### src/rtl/fifo_queue.sv
// fifo_queue: single-clock FIFO with occupancy count, almost-full/empty thresholds,
// sticky overflow/underflow flags and synchronous flush.
module fifo_queue #(
  parameter int WIDTH    = 8,
  parameter int DEPTH    = 4,
  parameter int AF_LEVEL = DEPTH - 1,
  parameter int AE_LEVEL = 1,
  localparam int CW      = $clog2(DEPTH + 1)
) (
  input  logic             clk,
  input  logic             rst,
  input  logic             clear,
  input  logic             push,
  input  logic [WIDTH-1:0] data_in,
  input  logic             pop,
  output logic [WIDTH-1:0] data_out,
  output logic             full,
  output logic             empty,
  output logic             almost_full,
  output logic             almost_empty,
  output logic [CW-1:0]    count,
  output logic             overflow,
  output logic             underflow
);
  localparam int AW = $clog2(DEPTH);
  localparam logic [CW-1:0] DC = CW'(DEPTH);
  localparam logic [CW-1:0] AF = CW'(AF_LEVEL);
  localparam logic [CW-1:0] AE = CW'(AE_LEVEL);
  localparam logic [AW-1:0] LAST = AW'(DEPTH - 1);
  logic [WIDTH-1:0] mem [DEPTH];
  logic [AW-1:0] wr_ptr, rd_ptr;
  logic do_push, do_pop;
  assign full         = count == DC;
  assign empty        = count == '0;
  assign almost_full  = count >= AF;
  assign almost_empty = count <= AE;
  // a full FIFO can still take a word when the oldest one leaves on the same edge
  assign do_pop  = pop && !empty;
  assign do_push = push && (!full || do_pop);
  always_ff @(posedge clk or posedge rst)
    if (rst) begin
      wr_ptr    <= '0;
      rd_ptr    <= '0;
      count     <= '0;
      data_out  <= '0;
      overflow  <= 1'b0;
      underflow <= 1'b0;
    end else if (clear) begin
      wr_ptr    <= '0;
      rd_ptr    <= '0;
      count     <= '0;
      overflow  <= 1'b0;
      underflow <= 1'b0;
    end else begin
      if (do_push) wr_ptr <= wr_ptr == LAST ? '0 : wr_ptr + 1'b1;
      if (do_pop) begin
        data_out <= mem[rd_ptr];
        rd_ptr   <= rd_ptr == LAST ? '0 : rd_ptr + 1'b1;
      end
      count     <= count + CW'(do_push) - CW'(do_pop);
      overflow  <= overflow | (push & ~do_push);
      underflow <= underflow | (pop & ~do_pop);
    end
  always_ff @(posedge clk)
    if (!clear && do_push) mem[wr_ptr] <= data_in;
endmodule

### config.mk
export PLATFORM = sky130hd
export DESIGN_NAME = fifo_queue
export DESIGN_NICKNAME = d
export VERILOG_FILES = /design/src/rtl/fifo_queue.sv
export SDC_FILE = /design/constraint.sdc
export NUM_CORES = 1
export LEC_CHECK = 0
export BUFFER_PORTS_ARGS = -buffer_cell sky130_fd_sc_hd__buf_2
export CAP_MARGIN = 20
export CORE_AREA = 2 2 87 89
export CTS_BUF_LIST = sky130_fd_sc_hd__clkbuf_4 sky130_fd_sc_hd__clkbuf_8 sky130_fd_sc_hd__clkbuf_16
export DETAILED_ROUTE_END_ITERATION = 10
export DIE_AREA = 0 0 89 91
export GPL_TIMING_DRIVEN = 0
export HOLD_SLACK_MARGIN = 0.15
export SYNTH_ARGS = -nofsm -noshare
export SYNTH_HDL_FRONTEND = slang
export SYNTH_SLANG_ARGS = --single-unit
### constraint.sdc
create_clock -name clk -period 2.9 [get_ports clk]
set_clock_uncertainty 0.05 [all_clocks]
set_input_delay 0.435 -clock clk [delete_from_list [all_inputs] [get_ports clk]]
set_output_delay 0.435 -clock clk [all_outputs]
set_load 0.01 [all_outputs]
==> impl_metrics.prom <==
# TYPE chip_impl_metric gauge
chip_impl_metric{name="postSynthRegisterBits",unit=""} 49
chip_impl_info{name="timing.rr.end",value="count[2]"} 1
chip_impl_metric{name="final_max_slew_viol_count",unit=""} 0
chip_impl_metric{name="cts-hold-fix-buffers",unit=""} 0
chip_impl_metric{name="power_switching_share",unit="%"} 30.2
chip_impl_info{name="yosys-top-cells-count",value="sky130_fd_sc_hd__edfxtp_1 (32), sky130_fd_sc_hd__dfrtp_1 (17), sky130_fd_sc_hd__ha_1 (10)"} 1
chip_impl_metric{name="drtIter0Drc",unit=""} 31
chip_impl_metric{name="synth_xor_area_share",unit="%"} 0.424
chip_impl_metric{name="number_of_diodes_added_for_antenna_fixing",unit=""} 0
chip_impl_info{name="crit_path_end_kind",value="flip-flop"} 1
chip_impl_metric{name="synthSimpleGateAreaFrac",unit="%"} 6.90
chip_impl_info{name="status",value="finished, final reports clean"} 1
chip_impl_metric{name="place_ws",unit="ns"} 0.396
chip_impl_info{name="synth_top_cell_by_area",value="sky130_fd_sc_hd__edfxtp_1"} 1
chip_impl_metric{name="p_total",unit="W"} 0.00184
chip_impl_metric{name="setup.reg_to_reg.worst_slack",unit="ns"} 0.38
chip_impl_metric{name="antenna_viol_nets_final",unit=""} 0
chip_impl_metric{name="io_pins",unit=""} 30
chip_impl_metric{name="initial_antenna_violation_count",unit=""} 0
chip_impl_metric{name="rows",unit=""} 31
chip_impl_metric{name="yosys.area_share.adder",unit="%"} 7.02
chip_impl_info{name="synth_top_family_by_area",value="multiplexers"} 1
chip_impl_metric{name="postRouteWirelength",unit="µm"} 3510
chip_impl_metric{name="power.sequential.fraction",unit="%"} 50.2
chip_impl_metric{name="final_layout_size_suffix_gt1_share",unit="%"} 36.3
chip_impl_info{name="worst-setup-path-type",value="flip-flop to flip-flop"} 1
chip_impl_metric{name="globalRouteOverflowTotal",unit=""} 0
chip_impl_metric{name="die_y",unit="µm"} 91
chip_impl_info{name="rsz0062_at_grt",value="false"} 1
chip_impl_info{name="yosys_most_used_dff",value="sky130_fd_sc_hd__edfxtp_1"} 1
chip_impl_metric{name="max-clock-path-buffers",unit=""} 2
chip_impl_metric{name="summed_instance_area_of_the_synthesized_netlist",unit="mm²"} 0.00207
chip_impl_metric{name="numClockSinks",unit=""} 49
chip_impl_metric{name="syn-instance-count",unit=""} 123
chip_impl_metric{name="route.vias.total",unit=""} 1097
chip_impl_metric{name="postCtsSetupBuffers",unit=""} 0
chip_impl_metric{name="grt_first_pass_wirelength",unit="µm"} 5570
chip_impl_metric{name="post-route-period-util",unit="%"} 86.9
chip_impl_metric{name="remaining_drc_errors",unit=""} 0
chip_impl_metric{name="routabilityCongestion",unit=""} 0.680
chip_impl_metric{name="power_switching",unit="W"} 0.000554
chip_impl_metric{name="h-tree-depth",unit=""} 2
chip_impl_metric{name="die-area",unit="mm²"} 0.00810
chip_impl_metric{name="detailed_placement_wirelength_estimate",unit="µm"} 2400
chip_impl_metric{name="tritoncts_buffer_count",unit=""} 5
chip_impl_metric{name="via_count_of_the_first_global_routing_pass",unit=""} 1111
chip_impl_metric{name="synth_top_area_share",unit="%"} 46.5
chip_impl_info{name="path_category_of_the_worst_min_delay_check",value="input pin to async pin"} 1
chip_impl_metric{name="synth.lib_cells_used.distinct",unit=""} 28
chip_impl_metric{name="fin_tns_setup",unit="ns"} 0
chip_impl_metric{name="regArea",unit="mm²"} 0.00139
chip_impl_info{name="synth_top_cells_by_area",value="sky130_fd_sc_hd__edfxtp_1 (46%), sky130_fd_sc_hd__dfrtp_1 (21%), sky130_fd_sc_hd__mux4_2 (8.7%), sky130_fd_sc_hd__ha_1 (6.1%), sky130_fd_sc_hd__mux2_2 (4.4%)"} 1
chip_impl_metric{name="max_freq",unit="MHz"} 397
chip_impl_metric{name="design.final.nets",unit=""} 183
chip_impl_info{name="cts_root_buf",value="sky130_fd_sc_hd__clkbuf_8"} 1
chip_impl_metric{name="die_w",unit="µm"} 89
chip_impl_metric{name="power.share.clock",unit="%"} 21.3
chip_impl_metric{name="post_drt_wl_per_cell",unit="µm"} 13.5
chip_impl_metric{name="synth_seq_area_share",unit="%"} 67.1
chip_impl_metric{name="cellInternalPower",unit="W"} 0.00128
chip_impl_metric{name="synth-async-reset-ratio",unit="%"} 34.7
chip_impl_metric{name="worst_ep_arrival_time",unit="ns"} 2.64
chip_impl_metric{name="fillers",unit=""} 728
chip_impl_metric{name="synthesis.yosys.warnings",unit=""} 0
chip_impl_metric{name="max_cap_violations",unit=""} 0
chip_impl_metric{name="leakage_power_total",unit="nW"} 0.950
chip_impl_metric{name="hold_violations",unit=""} 0
chip_impl_metric{name="synth_edf_count",unit=""} 32
chip_impl_metric{name="max_slew.worst_pin.slew",unit="ns"} 0.710
chip_impl_metric{name="clkTransAtPathRegs",unit="ns"} 0.09
chip_impl_metric{name="pwr_density_cell",unit="mW/mm²"} 758
chip_impl_metric{name="buffer_ports.inserted",unit=""} 29
chip_impl_metric{name="detail_route.first_pass.iterations",unit=""} 4
chip_impl_metric{name="crit_fanout",unit=""} 10
chip_impl_metric{name="syn_nets",unit=""} 147
chip_impl_metric{name="synth_mux_area_share",unit="%"} 13.6
chip_impl_metric{name="synth_compound_gate_area_share",unit="%"} 2.78
chip_impl_metric{name="setup_ws",unit="ns"} 0.381
chip_impl_info{name="cts_tree",value="done"} 1
chip_impl_metric{name="ir_worst_vdd",unit="µV"} 195
chip_impl_info{name="crit_path_start_kind",value="flip-flop"} 1
chip_impl_metric{name="grt_start_max_net_pins",unit=""} 18
chip_impl_info{name="synth_most_common_cell",value="sky130_fd_sc_hd__edfxtp_1"} 1
chip_impl_metric{name="grtUsageTotal",unit="%"} 9.24
chip_impl_metric{name="fp.coreArea",unit="mm²"} 0.00714
chip_impl_metric{name="slew_headroom",unit="%"} 52.0
chip_impl_metric{name="postSynthAreaPerCell",unit="µm²"} 16.8
chip_impl_metric{name="clock_insertion_delay_worst_skew",unit="ns"} 0.30
chip_impl_metric{name="initial_utilization",unit="%"} 29.0
chip_impl_info{name="worst_r2r_startpoint",value="count[1]"} 1
chip_impl_metric{name="area.growth.synth_to_final",unit="%"} 17.2
chip_impl_metric{name="share_comb_of_total_power",unit="%"} 28.5
chip_impl_metric{name="post_cts.resized_instances",unit=""} 0
chip_impl_metric{name="setup_viol",unit=""} 0
chip_impl_metric{name="layout_min_cycle_time",unit="ns"} 2.52
chip_impl_metric{name="route.detailed.vias_per_inst",unit=""} 4.24
chip_impl_metric{name="cp_data_required_time",unit="ns"} 3.03
chip_impl_metric{name="r2r.worst_path.cells",unit=""} 9
chip_impl_metric{name="area_taken_by_multi_input_logic_gates",unit="µm²"} 634
chip_impl_metric{name="share_of_the_core_filled_with_cells_in_the_final_layout",unit="%"} 33.9
stage by stage:
step                      area (µm²)  hold WS, ns  instances
after floorplan                 2070        0.311        123
after global placement          2340        0.425        251
after detailed placement        2340        0.441        251
after CTS                       2420        0.210        259
after global routing            2420        0.226        259
final                           2420        0.176        259
critical path: stages, from the launching register on:
cell and delay [ns]:
sky130_fd_sc_hd__dfrtp_1 0.51, sky130_fd_sc_hd__or4b_2 0.73, sky130_fd_sc_hd__nand2_1 0.09, sky130_fd_sc_hd__ha_1 0.22, sky130_fd_sc_hd__inv_1 0.06, sky130_fd_sc_hd__ha_1 0.13
sky130_fd_sc_hd__inv_1 0.05, sky130_fd_sc_hd__fa_1 0.37, sky130_fd_sc_hd__xnor2_1 0.14, sky130_fd_sc_hd__nor2_1 0.05
logic make-up (layout without fill, tap and decap cells):
group                      Yosys count  in the layout
xor gates and xnor gates             1              1
and+or+nand+nor                     23             23
AOI/OAI and AO/OA                   10             10
DFF                                 49             49
adders and majority gates           11             11
muxes                               17             17
buffers and inverters               12             49
state kept, by name, summed over array words and instances, names as in the netlist:
register / cells
wr_ptr: 2
count: 3
overflow: 1
underflow: 1
mem: 32
data_out: 8
rd_ptr: 2
metal layers:
metal	global-route usage (%)	vias up	share of wire (%)
li1	-	528	-
met1	11.3	539	43
met2	15.1	25	51
met3	3.45	5	5.4
met4	2.61	0	1.2
met5	0	-	0
how the worst max path moves through the flow:
stage              from        to
2_1_floorplan  count[1]  count[2]
3_3_place_gp   count[1]  count[2]
3_5_place_dp   count[1]  count[2]
4_1_cts        count[1]  count[2]
5_1_grt        count[1]  count[2]
6_report       count[1]  count[2]
final cells by class:
type,instances,area share (%)
timing repair buffer,29,5.99
clock inverter,3,0.723
clock buffer,5,2.84
sequential,49,57.2
inverter,9,1.39
tap,99,5.11
multi-input combinational,62,26.2
buffer,3,0.517
power by group through the flow:
stage,clock network (W),registers [W],logic [W]
after floorplan,0,0.000964,0.000327
after global placement,0,0.000935,0.000529
after detailed placement,0,0.000940,0.000536
after CTS,0.000401,0.000924,0.000538
after global routing,0.000438,0.000939,0.000594
final,0.000391,0.000922,0.000523
layout by cell type, fill, tap and decap left out, types with 2 or more instances in the layout:
| master | n |
|---|---|
| sky130_fd_sc_hd__a21oi_1 | 5 |
| sky130_fd_sc_hd__and2_1 | 4 |
| sky130_fd_sc_hd__buf_2 | 30 |
| sky130_fd_sc_hd__clkbuf_8 | 5 |
| sky130_fd_sc_hd__clkinv_2 | 2 |
| sky130_fd_sc_hd__dfrtp_1 | 17 |
| sky130_fd_sc_hd__edfxtp_1 | 32 |
| sky130_fd_sc_hd__ha_1 | 10 |
| sky130_fd_sc_hd__inv_1 | 9 |
| sky130_fd_sc_hd__mux2_2 | 8 |
| sky130_fd_sc_hd__mux4_2 | 8 |
| sky130_fd_sc_hd__nand2_1 | 4 |
| sky130_fd_sc_hd__nor2_1 | 5 |
| sky130_fd_sc_hd__nor3_1 | 2 |
| sky130_fd_sc_hd__o21ai_0 | 3 |
(Power assumes the default switching activity.)
